--- config.mk ---
export PLATFORM = sky130hd
export DESIGN_NAME = mem_access_unit
export DESIGN_NICKNAME = d
export VERILOG_FILES = /design/src/rtl/mem_access_unit.sv
export SDC_FILE = /design/constraint.sdc
export NUM_CORES = 1
export LEC_CHECK = 0
export CORE_ASPECT_RATIO = 0.6
export CORE_MARGIN = 2
export CORE_UTILIZATION = 48
export CTS_CLUSTER_DIAMETER = 60
export DETAILED_ROUTE_END_ITERATION = 10
export GPL_TIMING_DRIVEN = 0
export PLACE_DENSITY = 0.91
export SLEW_MARGIN = 20
export SYNTH_ARGS = -nofsm -noshare
export SYNTH_HDL_FRONTEND = slang
export SYNTH_SLANG_ARGS = --single-unit
--- constraint.sdc ---
create_clock -name CLK -period 10.4 [get_ports CLK]
set_input_delay 1.04 -clock CLK [delete_from_list [all_inputs] [get_ports CLK]]
set_output_delay 1.04 -clock CLK [all_outputs]
set_load 0.05 [all_outputs]
--- src/rtl/mem_access_unit.sv ---
// mem_access_unit: memory-stage data-memory interface for the RV32i pipeline.
// Issues one registered request per load/store, stalls the pipeline while the
// access is outstanding, abandons it after TIMEOUT silent cycles and returns
// the sign/zero-extended load word in the DONE cycle.

module mem_access_unit #(
    parameter int TIMEOUT = 16
) (
    input  logic        CLK,
    input  logic        RST,
    input  logic        MEM_R_En_M,
    input  logic        MEM_W_En_M,
    input  logic [2:0]  Funct3_M,
    input  logic [31:0] ALU_Out_M,
    input  logic [31:0] Write_Data_M,
    output logic        DMEM_Req,
    output logic        DMEM_We,
    output logic [31:0] DMEM_Addr,
    output logic [31:0] DMEM_WData,
    output logic [3:0]  DMEM_Byte_En,
    input  logic        DMEM_Ack,
    input  logic [31:0] DMEM_RData,
    output logic [31:0] Data_Out_Ext_M,
    output logic        Stall_M,
    output logic        Misaligned_M,
    output logic        Bus_Err_M
);

    // Counter wide enough to hold TIMEOUT-1; the last BUSY cycle is at CNT_LAST.
    localparam int CNT_W = (TIMEOUT > 1) ? $clog2(TIMEOUT) : 1;
    localparam logic [CNT_W-1:0] CNT_LAST = CNT_W'(TIMEOUT - 1);

    typedef enum logic [1:0] {
        IDLE = 2'd0,
        BUSY = 2'd1,
        DONE = 2'd2
    } state_t;

    state_t state;
    state_t state_next;

    logic [CNT_W-1:0] wait_cnt;
    logic [31:0]      result_q;
    logic             err_q;
    logic [1:0]       off_q;
    logic [2:0]       funct3_q;

    logic        access_valid;
    logic        is_word;
    logic        is_half;
    logic        misaligned;
    logic        start;
    logic        timeout;
    logic [3:0]  be_next;
    logic [31:0] wdata_next;
    logic [7:0]  byte_sel;
    logic [15:0] half_sel;
    logic [31:0] load_ext;

    // Decode the incoming access: width class, alignment and whether to launch it.
    always_comb begin
        access_valid = MEM_R_En_M | MEM_W_En_M;
        is_word      = Funct3_M[1];
        is_half      = ~Funct3_M[1] & Funct3_M[0];
        misaligned   = (is_word & (|ALU_Out_M[1:0])) | (is_half & ALU_Out_M[0]);
        start        = (state == IDLE) & access_valid & ~misaligned;
        timeout      = (state == BUSY) & ~DMEM_Ack & (wait_cnt == CNT_LAST);
    end

    // Lane enables and lane-replicated store data for the access being launched.
    always_comb begin
        be_next    = 4'b0000;
        wdata_next = Write_Data_M;
        if (is_word) begin
            be_next    = 4'b1111;
            wdata_next = Write_Data_M;
        end else if (is_half) begin
            be_next    = ALU_Out_M[1] ? 4'b1100 : 4'b0011;
            wdata_next = {2{Write_Data_M[15:0]}};
        end else begin
            be_next    = 4'b0001 << ALU_Out_M[1:0];
            wdata_next = {4{Write_Data_M[7:0]}};
        end
    end

    // Pick the addressed lane out of the returned word and extend it.
    always_comb begin
        byte_sel = DMEM_RData[7:0];
        case (off_q)
            2'd0:    byte_sel = DMEM_RData[7:0];
            2'd1:    byte_sel = DMEM_RData[15:8];
            2'd2:    byte_sel = DMEM_RData[23:16];
            default: byte_sel = DMEM_RData[31:24];
        endcase
        half_sel = off_q[1] ? DMEM_RData[31:16] : DMEM_RData[15:0];
        case (funct3_q)
            3'b000:  load_ext = {{24{byte_sel[7]}}, byte_sel};
            3'b100:  load_ext = {24'd0, byte_sel};
            3'b001:  load_ext = {{16{half_sel[15]}}, half_sel};
            3'b101:  load_ext = {16'd0, half_sel};
            default: load_ext = DMEM_RData;
        endcase
    end

    // State register.
    always_ff @(posedge CLK or posedge RST) begin
        if (RST) begin
            state <= IDLE;
        end else begin
            state <= state_next;
        end
    end

    // Next-state logic: launch from IDLE, finish on ack or timeout, DONE lasts one cycle.
    always_comb begin
        state_next = state;
        case (state)
            IDLE:    if (start) state_next = BUSY;
            BUSY:    if (DMEM_Ack || timeout) state_next = DONE;
            DONE:    state_next = IDLE;
            default: state_next = IDLE;
        endcase
    end

    // Bus request registers, wait counter and captured result/error.
    always_ff @(posedge CLK or posedge RST) begin
        if (RST) begin
            DMEM_Req     <= 1'b0;
            DMEM_We      <= 1'b0;
            DMEM_Addr    <= 32'd0;
            DMEM_WData   <= 32'd0;
            DMEM_Byte_En <= 4'd0;
            off_q        <= 2'd0;
            funct3_q     <= 3'd0;
            wait_cnt     <= '0;
            result_q     <= 32'd0;
            err_q        <= 1'b0;
        end else if (start) begin
            DMEM_Req     <= 1'b1;
            DMEM_We      <= MEM_W_En_M;
            DMEM_Addr    <= {ALU_Out_M[31:2], 2'b00};
            DMEM_WData   <= wdata_next;
            DMEM_Byte_En <= be_next;
            off_q        <= ALU_Out_M[1:0];
            funct3_q     <= Funct3_M;
            wait_cnt     <= '0;
            result_q     <= 32'd0;
            err_q        <= 1'b0;
        end else if (state == BUSY) begin
            if (DMEM_Ack) begin
                DMEM_Req <= 1'b0;
                result_q <= DMEM_We ? 32'd0 : load_ext;
                err_q    <= 1'b0;
            end else if (timeout) begin
                DMEM_Req <= 1'b0;
                result_q <= 32'd0;
                err_q    <= 1'b1;
            end else begin
                wait_cnt <= wait_cnt + 1'b1;
            end
        end
    end

    // Pipeline-facing outputs: stall while launching or waiting, results only in DONE.
    always_comb begin
        Stall_M        = start | (state == BUSY);
        Misaligned_M   = (state == IDLE) & access_valid & misaligned;
        Data_Out_Ext_M = (state == DONE) ? result_q : 32'd0;
        Bus_Err_M      = (state == DONE) & err_q;
    end

endmodule

==> results.md <==
* Worst Setup SP: Funct3_M[0]
* # IOs at 209
* Core area at 11,200 um2
* DR iter-0 viols at 408
* Worst Setup End Kind: output port
* GRT Residual Overflow at 0
* Setup TNS at 0 ns
* Slowest CP cell: clkdlybuf4s50_1
* Sink Count at 112
* CTS root buffer: clkbuf_16
* Starting Density at 49.0%
* Via Count at 5,377
* Final hold slack at 0.482 ns
* Reg2reg end: result_q[1]$_DFFE_PP0P_
* Die Wd at 142 um
* RSZ-0062 raised after global routing: false
* Xor and xnor area share after synthesis at 0.478%
* Number of global-route vias before repair at 5,263
* DP Cell Count at 945
* Compound-Gate Fraction of Synth Area at 15.6%
* Post-synth EDFFs at 0
* Slew Viols, Final at 0
* Power, Total at 2210 uW
* # diodes at 0
* Leakage dissipation at 0.00358 uW
* GR Util All Layers at 30.3%
* Final-report hold violation count at 0
* CP max FO at 10
* Largest net degree at the start of global routing at 70
* CP most frequent cell: clkdlybuf4s50_1
* Routed Antenna Nets at 0
* Non-filler instance count after layout at 960
* Crit Path Category: in2out
* Critical path, cell by cell: clkdlybuf4s50_1 -> and2_0 -> a2111o_1 -> buf_2 -> buf_1 -> nand2_1 -> clkdlybuf4s50_1
* Drt drc at 0
* Critical Path End: Stall_M
* Peak supply drop at 0.192 mV
* Post-synthesis cell type count at 46
* Reg2reg setup slack at 8.18 ns
* Antenna violations before repair at 0
* Worst skew pair latency at 0.35 ns
* Shortest period the worst path allows at 4.96 ns
* Top cells by area, synth: dfrtp_1 (51%), nand2_1 (12%), mux2i_1 (4.6%)
* Via/cell ratio at 5.60
* Crit start category: input port
* Die H at 86.9 um
* DR WL/cell at 19.2 um
* Register area share after synthesis at 51.0%
* CTS Buffer Depth at 2
* Largest family of logic cells by synthesized area: simple AND/OR/NAND/NOR gates
* Power density cells at 273 nW/um2
* CP max stage delay at 0.82 ns
* Gp weighted congestion at 0.972
* Clk pin slew, worst setup/hold paths at 0.07 ns
* Final Skew at 0.0102 ns
* #FFs+latches synth at 112
* Part of the cycle the worst path needs at 47.6%
* Row count at 30
* Hold_buf cts at 0
* Number of CTS-inserted buffers at 9
* Max-cap violations at 0
* Synth warnings at 0
* Mean Syn Cell Area at 9.25 um2
* Synth Area in Adders at 0.228%
* WL final at 18.4 mm
* Reg2Reg Depth at 5
* Postcts setup bufs at 0
* Hold/Removal Path Class: reg2reg
* Mapped cell area at 5500 um2
* H-Tree Depth at 3
* CTS tree: done
* First-pass DRT Iterations at 5
* Simple-Gate Fraction of Synth Area at 23.6%
* Syn-to-layout area delta at 47.1%
* Final setup fails at 0
* Status: complete, no violations
* Max Clock Freq at 202 MHz
* First-pass GRT wire length at 28.6 mm
* Main synth FF type: dfrtp_1
* Relative slew slack at 58.9%
* Layout cells sized above 1 at 3.68%
* WP data arrival at 3.92 ns
* Final nets at 917
* Top cell type by total area after synthesis: dfrtp_1
* Worst path required time at 9.36 ns
* Hpwl dp at 14.0 mm
* Asr flop ratio synth at 100%
* Die area at 12,300 um2
* Port-buffer cells at 205
* Mux contribution to synthesized area at 4.96%
* CTS resizes at 0
* Worst Tran Pin Value at 0.614 ns
* Yosys top cell area share at 51.0%
* Launching point of the worst reg2reg path: state[1]$_DFFE_PP0P_
* Cell count after synthesis at 594
==> stage by stage <==
stage | setup WS (ns) | util, % | instance area (um2)
after detailed placement | 5.51 | 69.2 | 7760
after CTS | 5.48 | 72.0 | 8080
after global placement | 4.92 | 68.9 | 7730
after floorplan | 6.40 | - | 5500
final | 5.44 | 72.0 | 8090
after global routing | 5.30 | 72.0 | 8090
==> sequential cells by signal, summed over array words and instances, names as in the netlist <==
signal and cells:
DMEM_WData 32, result_q 32, DMEM_Addr 30, DMEM_Byte_En 4
wait_cnt 4, funct3_q 3, off_q 2, state 2
DMEM_Req 1, DMEM_We 1, err_q 1
==> synth_stat cells (3+ instances only) <==
master       n
o211ai_1     4
o22ai_1      6
a21oi_1     13
nand3_1      7
xor2_1       3
o2bb2ai_1   12
a32o_1      17
buf_2        5
a211oi_1     6
inv_1       11
buf_1        4
o21ai_0     26
dfrtp_1    112
clkbuf_1    33
nor2b_1     18
o31ai_1     10
nor2_1      12
a22o_1       7
nand2b_1    21
or3_1        8
mux2i_1     25
nand2_1    169
and2_1      35
==> placed cells by master, fill, tap and decap left out, types with 3 or more instances in the layout <==
cell type	count
a211oi_1	6
a21oi_1	13
a22o_1	7
a32o_1	17
and2_1	35
buf_1	4
buf_2	5
clkbuf_1	33
clkbuf_16	9
clkdlybuf4s50_1	205
dfrtp_1	112
inv_1	10
inv_6	3
mux2i_1	25
nand2_1	169
nand2b_1	21
nand3_1	7
nor2_1	12
nor2b_1	18
o211ai_1	4
o21ai_0	26
o22ai_1	6
o2bb2ai_1	12
o31ai_1	10
or3_1	8
xor2_1	3
==> metal layers <==
layer,track usage [%],vias to the layer above,part of all wire (%)
li1,-,2457,-
met2,44.7,278,44
met4,6.91,0,1.2
met5,0,-,0
met3,9.57,19,9.9
met1,43.9,2623,45
==> cell type report <==
cell class                 count  area [um2]
fill                         797        3140
sequential                   112        2800
multi-input combinational    428        2480
timing repair buffer         206        2080
clock buffer                   9         225
tap                          144         180
buffer                        44         179
clock inverter                 6        91.3
inverter                      11        46.3
==> worst min path at each step <==
stage | from | to | slack (ns) | cells past startpoint
after floorplan | result_q[0]$_DFFE_PP0P_ | result_q[0]$_DFFE_PP0P_ | 0.45 | 1
after global routing | result_q[13]$_DFFE_PP0P_ | result_q[13]$_DFFE_PP0P_ | 0.50 | 1
after detailed placement | DMEM_Addr[23]$_DFFE_PP0P_ | DMEM_Addr[23]$_DFFE_PP0P_ | 0.46 | 2
after CTS | DMEM_Addr[23]$_DFFE_PP0P_ | DMEM_Addr[23]$_DFFE_PP0P_ | 0.48 | 2
final | DMEM_WData[12]$_DFFE_PP0P_ | DMEM_WData[12]$_DFFE_PP0P_ | 0.48 | 2
after global placement | DMEM_Addr[7]$_DFFE_PP0P_ | DMEM_Addr[7]$_DFFE_PP0P_ | 0.46 | 2
==> cells by family after synthesis <==
logic type      Yosys count
simple gates            281
xor+xnor                  3
buf+inv                  55
fa+ha+maj                 1
compound gates          115
flops                   112
other cells               1
mux                      26
==> worst max-delay path: cells and delay by family <==
family          cells  cell delay (ns)
compound gates      1             0.48
buf+inv             4             1.92
simple gates        2             0.46
==> power breakdown <==
part / switching, uW / internal (uW) / total, uW
Clock: 165 / 212 / 377
Sequential: 103 / 603 / 706
Combinational: 745 / 383 / 1130
Total: 1010 / 1200 / 2210
(Power assumes the default switching activity.)
